--- config.mk ---
export PLATFORM = sky130hd
export DESIGN_NAME = midi_note_decoder
export DESIGN_NICKNAME = d
export VERILOG_FILES = /design/src/rtl/midi_note_decoder.sv
export SDC_FILE = /design/constraint.sdc
export NUM_CORES = 1
export LEC_CHECK = 0
export BUFFER_PORTS_ARGS = -buffer_cell sky130_fd_sc_hd__buf_4
export CORE_MARGIN = 2
export CORE_UTILIZATION = 41
export DETAILED_ROUTE_END_ITERATION = 12
export PLACE_DENSITY = 0.72
export SLEW_MARGIN = 20
export SYNTH_ARGS = -nofsm -noshare
export SYNTH_HDL_FRONTEND = slang
export SYNTH_SLANG_ARGS = --single-unit
--- constraint.sdc ---
create_clock -name clk -period 1.55 [get_ports clk]
set_clock_uncertainty 0.2 [all_clocks]
set_input_delay 0.155 -clock clk [delete_from_list [all_inputs] [get_ports clk]]
set_output_delay 0.155 -clock clk [all_outputs]
set_load 0.01 [all_outputs]
--- src/rtl/midi_note_decoder.sv ---
// MIDI note decoder: parses a UART byte stream with running status and
// emits one-cycle note-on / note-off pulses with key, velocity and channel.
// Optional build macro MIDI_CH_FILTER_EN restricts events to channel MIDI_CH;
// without it every channel produces events (omni).
module midi_note_decoder #(
   parameter logic [3:0] MIDI_CH = 4'd0
) (
   input  logic       clk,
   input  logic       rst,
   input  logic [7:0] rx_data,
   input  logic       rx_rdy,
   output logic       note_on,
   output logic       note_off,
   output logic [6:0] note,
   output logic [6:0] velocity,
   output logic [3:0] channel
);

   localparam logic [1:0] S_IDLE  = 2'd0;
   localparam logic [1:0] S_DATA1 = 2'd1;
   localparam logic [1:0] S_DATA2 = 2'd2;

   logic [1:0] r_state;
   logic [7:0] r_status;
   logic [6:0] r_key;
   logic       r_note_on;
   logic       r_note_off;
   logic [6:0] r_note;
   logic [6:0] r_vel;
   logic [3:0] r_chan;

   logic       w_is_rt;
   logic       w_is_sys;
   logic       w_is_stat;
   logic       w_is_data;
   logic [3:0] w_type;
   logic       w_one_byte;
   logic       w_ch_ok;
   logic       w_done2;
   logic       w_vel_zero;
   logic       w_ev_on;
   logic       w_ev_off;

   assign w_is_rt    = (rx_data[7:3] == 5'b11111);
   assign w_is_sys   = (rx_data[7:3] == 5'b11110);
   assign w_is_stat  = rx_data[7] && (rx_data[7:4] != 4'hF);
   assign w_is_data  = !rx_data[7];
   assign w_type     = r_status[7:4];
   assign w_one_byte = (w_type == 4'hC) || (w_type == 4'hD);

`ifdef MIDI_CH_FILTER_EN
   assign w_ch_ok = (r_status[3:0] == MIDI_CH);
`else
   // omni: every channel is accepted regardless of MIDI_CH
   assign w_ch_ok = (r_status[3:0] == MIDI_CH) || 1'b1;
`endif

   // Second data byte arriving completes a two-byte message.
   assign w_done2    = rx_rdy && w_is_data && (r_state == S_DATA2);
   assign w_vel_zero = (rx_data[6:0] == 7'd0);
   assign w_ev_on    = w_done2 && w_ch_ok && (w_type == 4'h9) && !w_vel_zero;
   assign w_ev_off   = w_done2 && w_ch_ok &&
                       ((w_type == 4'h8) || ((w_type == 4'h9) && w_vel_zero));

   // Byte parser: state, running status and first data byte.
   always_ff @(posedge clk or negedge rst) begin
      if (!rst) begin
         r_state  <= S_IDLE;
         r_status <= 8'h00;
         r_key    <= 7'd0;
      end else if (rx_rdy && !w_is_rt) begin
         if (w_is_sys) begin
            r_status <= 8'h00;
            r_state  <= S_IDLE;
         end else if (w_is_stat) begin
            r_status <= rx_data;
            r_state  <= S_DATA1;
         end else if (w_is_data) begin
            case (r_state)
               S_DATA1: begin
                  if (!w_one_byte) begin
                     r_key   <= rx_data[6:0];
                     r_state <= S_DATA2;
                  end
               end
               S_DATA2: r_state <= S_DATA1;
               default: r_state <= S_IDLE;
            endcase
         end
      end
   end

   // Event outputs: pulses last one cycle, fields hold until the next event.
   always_ff @(posedge clk or negedge rst) begin
      if (!rst) begin
         r_note_on  <= 1'b0;
         r_note_off <= 1'b0;
         r_note     <= 7'd0;
         r_vel      <= 7'd0;
         r_chan     <= 4'd0;
      end else begin
         r_note_on  <= w_ev_on;
         r_note_off <= w_ev_off;
         if (w_ev_on || w_ev_off) begin
            r_note <= r_key;
            r_vel  <= rx_data[6:0];
            r_chan <= r_status[3:0];
         end
      end
   end

   assign note_on  = r_note_on;
   assign note_off = r_note_off;
   assign note     = r_note;
   assign velocity = r_vel;
   assign channel  = r_chan;

endmodule

==> results.py <==
metrics = {
    "worst_setup_path": {
        "r2r_start": "r_status[5]",
        "critPathRequiredTime_ns": 1.59,
        "reg2regPathDepth": 4,
        "path_max_fanout": 8,
        "worstSetupPathType": "reg2reg",
        "rrSetupSlack_ns": 0.0002,
        "critPathLaunch": "r_status[5]",
        "worstSetupEndpointType": "register",
        "startpoint_type": "register",
        "arrival_ns": 1.59,
    },
    "global_routing": {
        "grtUsageTotal_pct": 15.9,
        "antenna_found_initial": 0,
        "first_global_vias": 1054,
        "gr-total-overflow": 0,
        "grt_max_degree": 38,
        "grt_pass1_wl_um": 4830,
    },
    "worst_hold_path": {
        "hold_depth": 4,
        "hold_path.class": "in2reg",
        "min_from": "rx_data[1]",
    },
    "cells_and_area": {
        "design_area_sq_um": 2060,
        "drive_above_1_share_pct": 52.0,
        "final_nets": 164,
        "layout_commonest_cell": "dfrtp_1",
        "areaGrowthSynthToFinish_pct": 41.2,
        "fillers": 301,
        "mostFrequentLayoutCells": "37 x dfrtp_1, 36 x buf_4, 15 x mux2_4",
        "n_antenna_cell": 0,
    },
    "placed_design": {
        "placed_cell_area_sq_um": 1790,
        "port_buffers": 30,
        "globalplace.congestion": 0.712,
        "dp_hpwl_um": 2030,
    },
    "sta": {
        "maxSlewHeadroom_pct": 70.1,
        "rsz0062_at_grt": "true",
        "final-hold-violation-count": 1,
        "finalSetupViolations": 0,
        "fin_setup_tns_ns": 0,
        "fin_crit_ns": 1.55,
        "fin_crit_sh_pct": 100,
        "whs_ns": -0.000997,
        "fmax_mhz": 645,
        "slew_viol_final": 0,
        "worst_pin_slew_ns": 0.448,
    },
    "yosys": {
        "syn_avg_cell_area_sq_um": 15.3,
        "yosysSeqAreaShare_pct": 63.6,
        "syn-num-nets": 106,
        "synth_edf_count": 0,
        "synth-xor-area-share_pct": 0,
        "ys.flop_type": "dfrtp_1",
        "synth.area.top_cells": "dfrtp_1 64%, mux2_2 18%, a22o_1 3.0%, o41ai_4 1.9%, mux2_1 1.5%",
        "async_flop_share_pct": 100,
        "synthDistinctLibCells": 25,
        "synth_adder_area_share_pct": 0,
        "post-synth-top-area-cell": "dfrtp_1",
        "synth_top_cell_area_share_pct": 63.6,
        "synthMuxAreaShare_pct": 19.3,
        "syn-cell-area_sq_um": 1460,
        "synth_seq_cells": 37,
        "synth-compound-area-share_pct": 9.79,
        "synthesis.instances": 95,
        "synth_top_family_by_area": "multiplexers",
        "synth-simple-area-share_pct": 6.19,
        "yosysWarnings": 0,
    },
    "routing": {
        "wl_per_cell_um": 16.4,
        "via_per_inst": 5.24,
        "vias": 1037,
        "drt-initial-drc-count": 41,
        "ant_nets": 0,
        "firstDrtPassIters": 4,
        "drc": 0,
        "routed_wl_um": 3260,
    },
    "floorplan": {
        "start_util_pct": 43.3,
        "coreArea_sq_um": 3360,
        "ioPinCount": 31,
        "die-area_sq_um": 4040,
        "die_w_um": 63.6,
        "core.rowCount": 21,
        "fp.dieH_um": 63.6,
    },
    "cts": {
        "cts_buffer_depth": 2,
        "htreeDepth": 2,
        "clock-root-buffer": "clkbuf_4",
        "cts.sinks": 37,
        "clk_latency_ns": 0.34,
        "clk_transition_reported_paths_ns": 0.10,
        "tritoncts": "yes",
        "cts_buffers": 5,
    },
    "run_status": {
        "failed_checks": "negative hold slack",
        "outcome": "finished with violations",
    },
    "power_and_ir_drop": {
        "ir_drop_v": 0.000765,
        "power_density_nw_per_um2": 1250,
        "power_leakage_nw": 1.05,
    },
    "run": {
        "maxCapViolCount": 0,
    },
}
report_power, final:
part | internal, mW | switching (mW) | total (mW)
clock | 0.157 | 0.288 | 0.445
sequential | 1.21 | 0.143 | 1.35
combinational | 0.502 | 0.271 | 0.772
path summary, 6_finish.rpt:
path / endpoint
worst max-delay path: r_key[1]
worst min-delay path: note_on
worst max register to register: r_key[1]
worst min register to register: r_key[2]
max in group asynchronous: r_status[2]
min in group asynchronous: note[6]
logic make-up after synthesis:
family	Yosys count
buffers and inverters	3
DFF	37
muxes	25
AOI/OAI and AO/OA	15
and+or+nand+nor	15
synth_stat cells, types with 2 or more instances:
cell and count:
mux2_2 23, nor2_1 3, o21ai_0 2, nand2_1 5, a22o_1 5, mux2_1 2, dfrtp_1 37
worst max-delay path, stage by stage (launching register included):
cell and delay, ns:
dfrtp_1 0.41, nand3b_1 0.18, nand4_1 0.15, buf_6 0.18, mux2_4 0.31
layer usage:
metal	GRT usage [%]	routed length, um
met5	0	0
met4	7.34	65
met3	5.71	183
met2	26.1	1640
met1	18.5	1370
state kept, by name, indices dropped and copies added (netlist names):
signal	cells
r_state	2
note	7
channel	4
r_key	7
note_on	1
r_status	8
note_off	1
velocity	7
stage by stage:
step                total power [mW]  setup slack [ns]  cells  utilization (%)
finish                          2.57          0.000210    198             61.2
floorplan                       1.65            0.0397     95                -
detailed placement              2.00          -0.00324    177             53.1
CTS                             2.47           0.00829    194             57.8
global placement                1.97            0.0310    177             53.1
global route                    2.71           -0.0224    198             61.2
area by class of cell:
| type | instances | area, sq um | share of cell area [%] |
|---|---|---|---|
| Tap cell | 46 | 57.6 | 2.80 |
| Sequential cell | 37 | 926 | 45.0 |
| Clock inverter | 1 | 5.00 | 0.243 |
| Timing Repair Buffer | 53 | 447 | 21.7 |
| Inverter | 1 | 3.75 | 0.182 |
| Clock buffer | 5 | 37.5 | 1.82 |
| Multi-Input combinational cell | 55 | 581 | 28.2 |
repair_timing:
action,4_1_cts,5_1_grt
setup endpoints to repair,7,25
buffers inserted,0,2
cloned,0,1
endpoints found under the hold margin,63,2
resized for setup,1,24
pin swaps,0,2
hold buffers,11,1
(Power assumes the default switching activity.)
